`src/rtl/regfile_arb_pkg.sv`:
```
// regfile_arb_pkg: shared types and sizes for the register-file arbiter.
// Contents: FSM state enum, register file address/data widths and depth.
// No ports; imported by regfile_arbiter.
package regfile_arb_pkg;

  localparam int REG_AW = 4;
  localparam int REG_DW = 8;
  localparam int NREGS  = 16;

  typedef enum logic [1:0] {
    IDLE   = 2'd0,
    ACCESS = 2'd1,
    DONE   = 2'd2
  } state_e;

endpackage

```
`src/rtl/rr_arbiter.sv`:
```
// rr_arbiter: combinational round-robin picker.
// Ports: req (N requests), ptr (index searched first) -> win (one-hot winner), vld (any winner).
// Search starts at ptr and wraps modulo N; purely combinational, no state.
module rr_arbiter #(
  parameter int N  = 3,
  parameter int PW = (N > 1) ? $clog2(N) : 1
) (
  input  logic [N-1:0]  req,
  input  logic [PW-1:0] ptr,
  output logic [N-1:0]  win,
  output logic          vld
);

  logic [PW-1:0] idx;

  always_comb begin
    win = '0;
    vld = 1'b0;
    idx = '0;
    for (int i = 0; i < N; i++) begin
      idx = PW'((int'(ptr) + i) % N);
      if (!vld && req[idx]) begin
        win[idx] = 1'b1;
        vld      = 1'b1;
      end
    end
  end

endmodule

```
`src/rtl/regfile_arbiter.sv`:
```
// regfile_arbiter: shares one single-port 16x8 register file among N requesters
//   with round-robin grants and a req/done handshake; writes from read-only
//   requesters are suppressed and flagged on err.
// Ports: clk, clb (async active-high reset); per-requester req/we/addr/wdata in,
//   gnt/done/err out; shared rdata out; rf_load/rf_addr/rf_wdata drive the
//   register file, rf_rdata is its combinational read port.
module regfile_arbiter
  import regfile_arb_pkg::*;
#(
  parameter int           N       = 3,
  parameter logic [N-1:0] RO_MASK = 3'b100
) (
  input  logic                clk,
  input  logic                clb,
  input  logic [N-1:0]        req,
  input  logic [N-1:0]        we,
  input  logic [REG_AW*N-1:0] addr,
  input  logic [REG_DW*N-1:0] wdata,
  output logic [N-1:0]        gnt,
  output logic [N-1:0]        done,
  output logic [N-1:0]        err,
  output logic [REG_DW-1:0]   rdata,
  output logic                rf_load,
  output logic [REG_AW-1:0]   rf_addr,
  output logic [REG_DW-1:0]   rf_wdata,
  input  logic [REG_DW-1:0]   rf_rdata
);

  localparam int PW = (N > 1) ? $clog2(N) : 1;

  state_e              state_q, state_d;
  logic [PW-1:0]       sel_q, sel_d;
  logic [PW-1:0]       ptr_q, ptr_d;
  logic [N-1:0]        gnt_q, gnt_d;
  logic [N-1:0]        done_q, done_d;
  logic [N-1:0]        err_q, err_d;
  logic                rf_load_q, rf_load_d;
  logic [REG_AW-1:0]   rf_addr_q, rf_addr_d;
  logic [REG_DW-1:0]   rf_wdata_q, rf_wdata_d;
  logic [REG_DW-1:0]   rdata_q, rdata_d;
  // Write/read direction of the granted access, captured at grant time.
  logic                wr_q, wr_d;

  logic [N-1:0]        arb_req;
  logic [N-1:0]        win;
  logic                win_vld;
  logic [PW-1:0]       win_idx;
  logic                win_we;
  logic                win_ro;
  logic [REG_AW-1:0]   win_addr;
  logic [REG_DW-1:0]   win_wdata;
  logic                sel_ro;

  // gnt_q is only non-zero in ACCESS/DONE; in DONE it masks out the requester
  // just served so a held request waits for the following IDLE cycle.
  assign arb_req = req & ~gnt_q;

  rr_arbiter #(
    .N  (N),
    .PW (PW)
  ) u_rr_arbiter (
    .req (arb_req),
    .ptr (ptr_q),
    .win (win),
    .vld (win_vld)
  );

  // Decode the one-hot winner into its index and request fields.
  always_comb begin
    win_idx   = '0;
    win_we    = 1'b0;
    win_addr  = '0;
    win_wdata = '0;
    for (int i = 0; i < N; i++) begin
      if (win[i]) begin
        win_idx   = PW'(i);
        win_we    = we[i];
        win_addr  = addr[i*REG_AW +: REG_AW];
        win_wdata = wdata[i*REG_DW +: REG_DW];
      end
    end
  end

  assign win_ro = |(win & RO_MASK);
  assign sel_ro = |(gnt_q & RO_MASK);

  always_comb begin
    state_d    = state_q;
    sel_d      = sel_q;
    ptr_d      = ptr_q;
    gnt_d      = gnt_q;
    done_d     = '0;
    err_d      = '0;
    rf_load_d  = 1'b0;
    rf_addr_d  = rf_addr_q;
    rf_wdata_d = rf_wdata_q;
    rdata_d    = rdata_q;
    wr_d       = wr_q;
    case (state_q)
      IDLE, DONE: begin
        if (win_vld) begin
          // Register file controls are set up on the grant edge so they are
          // valid for the whole ACCESS cycle.
          state_d    = ACCESS;
          sel_d      = win_idx;
          gnt_d      = win;
          wr_d       = win_we;
          rf_load_d  = win_we & ~win_ro;
          rf_addr_d  = win_addr;
          rf_wdata_d = win_wdata;
        end else begin
          state_d = IDLE;
          gnt_d   = '0;
        end
      end
      ACCESS: begin
        state_d = DONE;
        ptr_d   = (sel_q == PW'(N - 1)) ? '0 : sel_q + 1'b1;
        done_d  = gnt_q;
        err_d   = (wr_q && sel_ro) ? gnt_q : '0;
        if (!wr_q) begin
          rdata_d = rf_rdata;
        end
      end
      default: begin
        state_d = IDLE;
        gnt_d   = '0;
      end
    endcase
  end

  always_ff @(posedge clk or posedge clb) begin
    if (clb) begin
      state_q    <= IDLE;
      sel_q      <= '0;
      ptr_q      <= '0;
      gnt_q      <= '0;
      done_q     <= '0;
      err_q      <= '0;
      rf_load_q  <= 1'b0;
      rf_addr_q  <= '0;
      rf_wdata_q <= '0;
      rdata_q    <= '0;
      wr_q       <= 1'b0;
    end else begin
      state_q    <= state_d;
      sel_q      <= sel_d;
      ptr_q      <= ptr_d;
      gnt_q      <= gnt_d;
      done_q     <= done_d;
      err_q      <= err_d;
      rf_load_q  <= rf_load_d;
      rf_addr_q  <= rf_addr_d;
      rf_wdata_q <= rf_wdata_d;
      rdata_q    <= rdata_d;
      wr_q       <= wr_d;
    end
  end

  assign gnt      = gnt_q;
  assign done     = done_q;
  assign err      = err_q;
  assign rdata    = rdata_q;
  assign rf_load  = rf_load_q;
  assign rf_addr  = rf_addr_q;
  assign rf_wdata = rf_wdata_q;

endmodule

```
`config.mk`:
```
export PLATFORM = sky130hd
export DESIGN_NAME = regfile_arbiter
export DESIGN_NICKNAME = d
export VERILOG_FILES = /design/src/rtl/regfile_arb_pkg.sv /design/src/rtl/rr_arbiter.sv /design/src/rtl/regfile_arbiter.sv
export SDC_FILE = /design/constraint.sdc
export NUM_CORES = 1
export LEC_CHECK = 0
export BUFFER_PORTS_ARGS = -buffer_cell sky130_fd_sc_hd__buf_2
export CORE_UTILIZATION = 36
export CTS_CLUSTER_DIAMETER = 120
export DETAILED_ROUTE_END_ITERATION = 8
export GPL_TIMING_DRIVEN = 1
export PLACE_DENSITY = 0.62
export RECOVER_POWER = 50
export SLEW_MARGIN = 10
export SYNTH_ARGS = -nofsm -noshare
export SYNTH_HDL_FRONTEND = slang
export SYNTH_SLANG_ARGS = --single-unit
export TNS_END_PERCENT = 30
```
`constraint.sdc`:
```
create_clock -name clk -period 6.2 [get_ports clk]
set_input_delay 1.24 -clock clk [delete_from_list [all_inputs] [get_ports clk]]
set_output_delay 1.24 -clock clk [all_outputs]
set_load 0.02 [all_outputs]
```
Yosys cells after proc, flatten, opt, wreduce, memory -nomap -nowiden
Index checks and enable logic that the tools add are counted.

word-level totals
  register bits = 37
  output and inout port bits = 30
  input port bits = 52
  word-level logic and storage cells = 84

operators by class
  bitwise gates (word level) = 7
  reductions and logical operators = 12
  divide/modulo/power cells = 3
  equality and inequality tests = 3
  magnitude comparators = 6
  muxes and demuxes = 39
  add/sub/neg operators = 3

operators with widths
  operator                 count
  $mod A32 B3 Y32 const B  2
  $mod A3 B3 Y32 const B   1
  $mux W8                  3
  $mux W3                  7
  $mux W1                  16
  $mux W4                  3
  $lt A2 B3 Y1 const B     3
  $bmux W1 S2              3
  $demux W1 S2             3
  $ge A2 B1 Y1 const B     3
  $logic_and A1 B1 Y1      6
  $or A3 B3 Y3             2
  $pmux W3 S2              1
  $eq A2 B2 Y1 const B     2
  $mux W2                  2
  $pmux W2 S2              1
  $reduce_and A2 Y1        2
  $add A2 B1 Y3 const B    1
  $add A2 B2 Y3 const B    1
  $and A3 B3 Y3            1
  $not A3 Y3               1
  $add A2 B1 Y2 const B    1
  $eq A2 B1 Y1 const B     1
  $logic_not A1 Y1         2
  4 further kinds          5

Logic depth before layout (Yosys ltp)
Gate-level depths: netlist (run 1).

  depth in word-level cells = 17
  mapped depth = 11
  gate-level depth less buffers = 9

Cells and area by module
A second synthesis (run 1) with hierarchy kept.

unflattened totals
  cell total of the unflattened synthesis = 178
  area, all modules = 1906.8 um^2

modules (own cells, without submodules)
  module           area each (um^2)  sequential area each (um^2)  times used  cells each
  regfile_arbiter  1635.3            925.9                        1           140
  rr_arbiter       271.5             0.0                          1           38

Least setup slack after synthesis (run 1)
No wires, ideal clock.

  kind = input-to-reg
  from = in req[0]
  to = reg rf_addr_q[3], in the netlist rf_addr[3]
  library setup time = 0.126 ns
  slack = 3.416 ns
  buffers on the path = 2
  stages on the path = 9
  required time = 6.074 ns
  data arrival time = 2.658 ns
  cell sequence = nor4b_2 nor3_2 a31o_1 buf_6 inv_6 nand3_4 buf_12 a211oi_2 a221o_1

on the way
  cells in the longest elaborated chain, start to end = 13
  elaborated cells between the ends (all ways) = 23
  those cells by class = 15 x mux; 3 x bitwise; 5 x reduce/logical

RTL lines
  what                           line                    RTL
  from (decl)                    regfile_arbiter.sv:15   input logic [N-1:0] req,
  $and A3 B3 Y3 *                regfile_arbiter.sv:56   assign arb_req = req & ~gnt_q;
  $bmux W1 S2                    rr_arbiter.sv:22        if (!vld && req[idx]) begin
  $mux W1 (not written as such)  rr_arbiter.sv:22
  $mux W1                        rr_arbiter.sv:22
  $logic_not A1 Y1               rr_arbiter.sv:22
  $logic_and A1 B1 Y1            rr_arbiter.sv:22
  $mux W1                        rr_arbiter.sv:22
  $logic_not A1 Y1               rr_arbiter.sv:22
  $logic_and A1 B1 Y1            rr_arbiter.sv:22
  $mux W3                        rr_arbiter.sv:22
  $mux W4 (3 in series)          regfile_arbiter.sv:75   if (win[i]) begin
  to (signal assigned)           regfile_arbiter.sv:153  rf_addr_q <= rf_addr_d;
  to (decl)                      regfile_arbiter.sv:38   logic [REG_AW-1:0] rf_addr_q, rf_addr_d;

Mark *: on every way between the ends. The rest lies on a longest branch, timed or not. The select of a mux whose other input is x is not followed.
A chain may end at the register's enable or synchronous reset.

Worst setup path in the final report (run 1)
  from = in req[1]
  to = reg rf_addr_q[1], in the netlist rf_addr[1]

Same word-level chain as after synthesis.

==> flow_summary_export.csv, run 1 <==
group,metric,value,unit
outcome,outcome,"complete, but fails checks",
outcome,violations,"capacitance limit, slew limit",
worst_setup_path,critPathMaxFanout,17,
floorplanning,dieArea,5740,um2
sta,finalSetupViolations,0,
worst_setup_path,critPathMaxStageDelay,0.69,ns
global_route,grt_util_met3,5.56,%
synth,syn_inst,160,
global_route,use_met1,22.5,%
sta,rsz0062_at_grt,"false",
synth,yosysUniqueCellTypes,44,
clock_tree,clockBufferDepth,2,
sta,fin_skew,0.00651,ns
hold_path,hold_class,"reg2reg",
clock_tree,cts_tree,"done",
floorplanning,die_height,75.8,um
clock_tree,clock-sinks,37,
synth,yosys_warnings,0,
synth,synth_area_per_cell,12.2,um2
clock_tree,cts_hold_buffers,0,
sta,worst_pin_slew,1.92,ns
sta,min_period_over_period,50.3,%
final_layout,fill_cells,471,
sta,fmax,321,MHz
synth,async_reset_ff_share,100,%
global_route,gr-usage-met2,25.1,%
floorplanning,coreArea,5170,um2
global_route,overflow,0,
synth,syn_area,1960,um2
worst_setup_path,arrival,3.28,ns
global_route,grt_usage,16.7,%
clock_tree,clock-root-buffer,"clkbuf_8",
synth,synth-edff-count,0,
detailed_routing,dr.first_iter.drc_count,50,
worst_setup_path,cp_cell_sequence,"buf_2, and4bb_2, nor3_2, a31o_1, inv_6, nand3_4, a211oi_1, a221o_1",
detailed_routing,vias,1592,
floorplanning,io_pins,82,
power_and_ir_drop,p_per_area,515,nW/um2
global_route,grt_max_degree,38,
detailed_routing,wl_per_cell,14.1,um
floorplanning,die_x,75.8,um
detailed_routing,wirelength,4410,um
placement,io_buffers,81,
clock_tree,post-cts-setup-buffers,0,
worst_setup_path,critPathSlowestCell,"a31o_1",
worst_setup_path,path_class,"in2reg",
placement,place_congestion,0.755,
sta,hold_viol_final,0,
sta,whs,0.504,ns
floorplanning,initial_core_util,37.9,%
power_and_ir_drop,peakVddDrop,0.216,mV
synth,synth_top_area_share,47.3,%
power_and_ir_drop,total_power,1.28,mW
sta,min_period,3.12,ns
placement,dp_hpwl,3200,um
synth,seq_area_frac_synth,47.3,%
detailed_routing,drc,0,
worst_setup_path,reg2reg_slack,3.21,ns
sta,tns,0,ns
worst_setup_path,worst_setup_path_end_kind,"flip-flop",
detailed_routing,drtPass1Iterations,4,
synth,syn_nets,216,
clock_tree,clock_latency,0.29,ns
clock_tree,cts_made_buffers,5,
run,cap_viol_max_count,1,
floorplanning,num_rows,26,
clock_tree,cts_resized,0,
global_route,antenna_found_initial,0,
clock_tree,clk_pin_slew,0.07,ns
final_layout,drive_gt1_share,49.6,%
detailed_routing,ant_nets,0,
global_route,grt.busiest_layer,"met2",
synth,synth_ff_type,"dfrtp_1",
final_layout,layout.nets,297,
final_layout,diodes,0,
sta,slew_headroom,-28.3,%
clock_tree,h-tree-depth,2,
worst_setup_path,worstPathRequired,6.37,ns
worst_setup_path,critPathLaunchType,"input port",
final_layout,area_delta_synth_final,26.8,%
synth,yosys.area.top_type,"dfrtp_1",
synth,synth_area_leaders,"dfrtp_1 (47%), a221o_1 (6.6%), a211oi_2 (5.7%), mux2_2 (4.6%), o21ai_0 (4.1%)",
synth,yosys_register_bits,37,
detailed_routing,via_per_inst,5.10,
power_and_ir_drop,p_leak,1.18,nW
global_route,grt_pass1_vias,1473,
global_route,grt_pass1_wl,7000,um
sta,slew_viol_final,38,
critical path, delay by kind of cell:
kind                   cells  cell delay [ns]
AO/OA/AOI/OAI              3             1.08
AND/OR/NAND/NOR            3             0.79
buffers and inverters      2             0.18
per-layer routing:
layer | routed length, um | vias up | share of wire (%)
met1 | 2120 | 747 | 48
met2 | 1970 | 66 | 45
li1 | - | 777 | -
met3 | 292 | 2 | 6.6
met4 | 30 | 0 | 0.68
met5 | 0 | - | 0
sequential cells by signal, indices dropped and copies added, names as in the netlist:
name,cells
done,3
err,3
gnt,3
ptr_q,2
rdata,8
rf_addr,4
rf_load,1
rf_wdata,8
sel_q,2
state_q,2
wr_q,1
kinds of logic after synthesis:
logic type | after synthesis | share of synthesized area [%]
AO/OA/AOI/OAI | 51 | 23.1
adder cells (fa/ha/maj) | 4 | 2.55
multiplexers | 8 | 4.60
buffers and inverters | 14 | 4.85
AND/OR/NAND/NOR | 46 | 17.6
flip-flops | 37 | 47.3
through the flow:
step	cells	area [um2]	utilization, %	worst slack [ns]
2_1_floorplan	160	1960	-	3.42
3_3_place_gp	304	2390	46.3	2.80
3_5_place_dp	304	2390	46.3	2.75
4_1_cts	312	2490	48.1	3.07
5_1_grt	312	2480	48.0	2.91
6_report	312	2480	48.0	3.08
power breakdown:
| group | switching [mW] | internal (mW) |
|---|---|---|
| combinational | 0.429 | 0.286 |
| clock | 0.0849 | 0.0900 |
| sequential | 0.0537 | 0.337 |
| total | 0.568 | 0.713 |
cell usage after synthesis, types with 2 or more instances:
master    number
nand2b_1       2
ha_1           4
nor3_2         2
a211oi_1       4
a221o_1       13
dfrtp_1       37
nor2_1        15
or3_1          2
nor4bb_1       2
o21ai_0       16
mux2_2         8
buf_2          2
nor4b_1        2
a31oi_4        2
and2_1         5
buf_4          3
inv_1          5
a211oi_2       9
and4bb_2       2
final timing paths:
path                            startpoint    endpoint  cells past startpoint
worst max-delay path                req[1]  rf_addr[1]                      8
max in group asynchronous              clb  rf_addr[1]                      3
worst min-delay path              rdata[2]    rdata[2]                      1
worst max register to register    ptr_q[0]  rf_addr[1]                      7
worst min register to register    rdata[2]    rdata[2]                      1
min in group asynchronous              clb    rdata[1]                      3
area by class of cell:
type / instances / area (um2) / area share, %
inverter: 6 / 27.5 / 1.11
clock buffer: 6 / 82.6 / 3.32
multi-input combinational: 109 / 938 / 37.8
clock inverter: 2 / 13.8 / 0.554
sequential: 37 / 926 / 37.3
tap: 70 / 87.6 / 3.52
timing repair buffer: 82 / 409 / 16.5
cell usage in the layout (no fill, tap or decap), types with 2 or more instances in the layout:
| master | count |
|---|---|
| buf_2 | 81 |
| dfrtp_1 | 37 |
| o21ai_0 | 16 |
| nor2_1 | 15 |
| a221o_1 | 13 |
| a211oi_2 | 9 |
| mux2_2 | 8 |
| clkbuf_8 | 6 |
| inv_1 | 5 |
| a211oi_1 | 4 |
| ha_1 | 4 |
| and2_0 | 3 |
| nand2b_1 | 2 |
| and4bb_2 | 2 |
| nor4b_1 | 2 |
| nor4bb_1 | 2 |
| nor3_2 | 2 |
| or3_1 | 2 |
| a31oi_4 | 2 |
| and2_1 | 2 |
Power figures use the tool's default switching activity.
==> run 2: changes to the inputs <==
ABC_AREA = 1   (was default)
PLACE_DENSITY = 0.61   (was 0.62)
clock period = 2.95 ns   (was 6.2 ns; I/O delays follow)
==> run 2 against run 1 <==
The flow now finishes without violations; combinational power grew to 3.4 times the previous value; worst setup slack lost 2.4 ns; clock power grew 90%; area after synthesis grew 7.7%; design area grew 5.6%; sequential power grew 110%; synthesized cell count grew 68%; die area grew 7.5%; clock skew shrank 0.0028 ns; wire length grew 4.8%; via count grew 18%; global-route usage shrank 0.70 points; largest cell class unchanged.
==> flow_summary_export.csv, run 2 <==
group,metric,value,unit
clock_tree,cts_resized,0,
worst_setup_path,critPathSlowestCell,"dfrtp_1",
placement,dp_hpwl,3450,um
detailed_routing,wirelength,4620,um
synth,yosys-top-cells-count,"nand2_1 (92), dfrtp_1 (37), nand3_1 (28), inv_1 (27), nor2_1 (17)",
sta,slew_viol_final,0,
sta,fmax,445,MHz
placement,io_buffers,81,
sta,tns,0,ns
final_layout,fin_cells,425,
clock_tree,h-tree-depth,2,
worst_setup_path,worst_setup_path_end_kind,"flip-flop",
synth,synth_ff_type,"dfrtp_1",
floorplanning,die_height,78.6,um
hold_path,hold_class,"in2async",
synth,syn_inst,269,
worst_setup_path,cp_cell_sequence,"inv_1, ha_1, inv_2, nand3_1, nand2_1, nand3_1, nand2_2, inv_2, nand3_1, nand2_1, nand2_1, nand2_1, nand2_1, nand2_1",
worst_setup_path,worstPathRequired,3.13,ns
synth,seq_area_frac_synth,43.9,%
placement,dp_cells,417,
clock_tree,clock_latency,0.28,ns
global_route,grt_max_degree,28,
run,cap_viol_max_count,0,
final_layout,final_common_cell,"nand2_1",
clock_tree,cts_hold_buffers,0,
power_and_ir_drop,p_per_area,1360,nW/um2
clock_tree,clockBufferDepth,2,
floorplanning,coreArea,5570,um2
clock_tree,clock-sinks,37,
detailed_routing,m1WireLength,2080,um
sta,finalSetupViolations,0,
worst_setup_path,cp_common_cell,"nand2_1",
global_route,overflow,0,
synth,synth_area_leaders,"dfrtp_1 (44%), nand2_1 (16%), nand3_1 (6.6%), inv_1 (4.8%), mux2_2 (4.3%)",
synth,async_reset_ff_share,100,%
sta,slew_headroom,26.8,%
synth,yosys_register_bits,37,
synth,yosys_warnings,0,
detailed_routing,drtPass1Iterations,4,
synth,syn_nets,325,
power_and_ir_drop,peakVddDrop,0.464,mV
synth,yosys.cell_count.top_type,"nand2_1",
sta,min_period,2.25,ns
outcome,outcome,"finished, final reports clean",
final_layout,area_delta_synth_final,24.4,%
sta,min_period_over_period,76.2,%
worst_setup_path,critPathLaunchType,"flip-flop",
worst_setup_path,critPathMaxFanout,14,
detailed_routing,wl_met2,2230,um
sta,hold_viol_final,0,
synth,synth_top_area_share,43.9,%
detailed_routing,ant_nets,0,
detailed_routing,met3WireLength,268,um
clock_tree,cts_tree,"done",
floorplanning,die_x,78.6,um
sta,fin_skew,0.00373,ns
floorplanning,dieArea,6170,um2
detailed_routing,wl_per_cell,10.9,um
final_layout,utilization,47.1,%
floorplanning,initial_core_util,37.8,%
sta,rsz0062_at_grt,"false",
synth,synth_area_per_cell,7.84,um2
detailed_routing,vias,1876,
detailed_routing,drc,0,
global_route,antenna_found_initial,0,
global_route,grt_usage,16.0,%
synth,yosysUniqueCellTypes,27,
global_route,grt_pass1_wl,7660,um
worst_setup_path,arrival,2.43,ns
clock_tree,clock-root-buffer,"clkbuf_8",
final_layout,final_cell_mix,"nand2_1 (92), buf_2 (66), dfrtp_1 (37)",
global_route,grt_pass1_vias,1674,
worst_setup_path,critPathMaxStageDelay,0.38,ns
final_layout,diodes,0,
placement,place_congestion,0.798,
synth,synth-edff-count,0,
detailed_routing,dr.first_iter.drc_count,61,
floorplanning,num_rows,27,
synth,syn_area,2110,um2
clock_tree,cts_made_buffers,5,
synth,yosys.area.top_type,"dfrtp_1",
clock_tree,clk_pin_slew,0.07,ns
sta,worst_pin_slew,1.10,ns
power_and_ir_drop,p_leak,1.45,nW
clock_tree,post-cts-setup-buffers,0,
final_layout,drive_gt1_share,32.6,%
worst_setup_path,path_class,"reg2reg",
final_layout,layout.nets,408,
floorplanning,io_pins,82,
detailed_routing,via_per_inst,4.41,
detailed_routing,highest_layer,"met4",
-- run 2: cell count changes in the layout (fill, tap and decap cells not counted), sizes merged, moves of 14 or more --
cell	change
nor2	+19
inv	+27
nand2	+98
nand3	+29
buf	-14
clkbuf	+17
-- run 2: cell type report --
class,count,area [um2]
clock buffers,8,80.1
fillers,596,2950
inverters,35,131
multi-input cells,190,998
flip-flops and latches,37,926
well taps,72,90.1
repair buffers,83,398
-- run 2: cell families after synthesis --
kind of cell             after synthesis  synth area share, %
flip-flops                            37                 43.9
multiplexers                           8                 4.27
AO/OA/AOI/OAI                         10                 3.38
adder cells (fa/ha/maj)                4                 2.37
AND/OR/NAND/NOR                      168                 37.3
buffers and inverters                 42                 8.78
-- run 2: final timing paths --
| kind | startpoint | to | slack [ns] | depth (start not counted) |
|---|---|---|---|---|
| setup reg to reg | ptr_q[0] | wr_q | 0.70 | 14 |
| setup / recovery | ptr_q[0] | wr_q | 0.70 | 14 |
| hold / removal | clb | rdata[6] | 0.37 | 2 |
| max in group asynchronous | clb | rf_wdata[2] | 1.17 | 3 |
| hold reg to reg | state_q[1] | state_q[1] | 0.46 | 1 |
| min in group clk | state_q[1] | state_q[1] | 0.46 | 1 |
-- run 2: routing by layer --
layer	up-vias	GRT usage, %
met5	-	0
met4	0	5.00
met3	5	3.84
met2	65	27.3
met1	808	19.6
li1	998	-
-- run 2: stage by stage --
stage | hold WS [ns] | setup WS, ns | power [mW] | instance area, um2
final | 0.373 | 0.701 | 3.56 | 2620
after global routing | 0.431 | 0.386 | 3.96 | 2620
after CTS | 0.395 | 0.687 | 3.63 | 2650
after detailed placement | 0.451 | 0.711 | 3.28 | 2570
after global placement | 0.455 | 0.753 | 3.26 | 2570
after floorplan | 0.428 | 1.06 | 2.86 | 2110
-- run 2: power breakdown --
group	internal [mW]	switching [mW]
registers	0.733	0.0977
clock network	0.168	0.165
logic	0.798	1.60
-- run 2: worst max-delay path, delay by kind of cell (launching register included) --
family / cells / cell delay [ns]
flip-flops: 1 / 0.38
buffers and inverters: 3 / 0.26
adder cells (fa/ha/maj): 1 / 0.38
AND/OR/NAND/NOR: 10 / 1.13
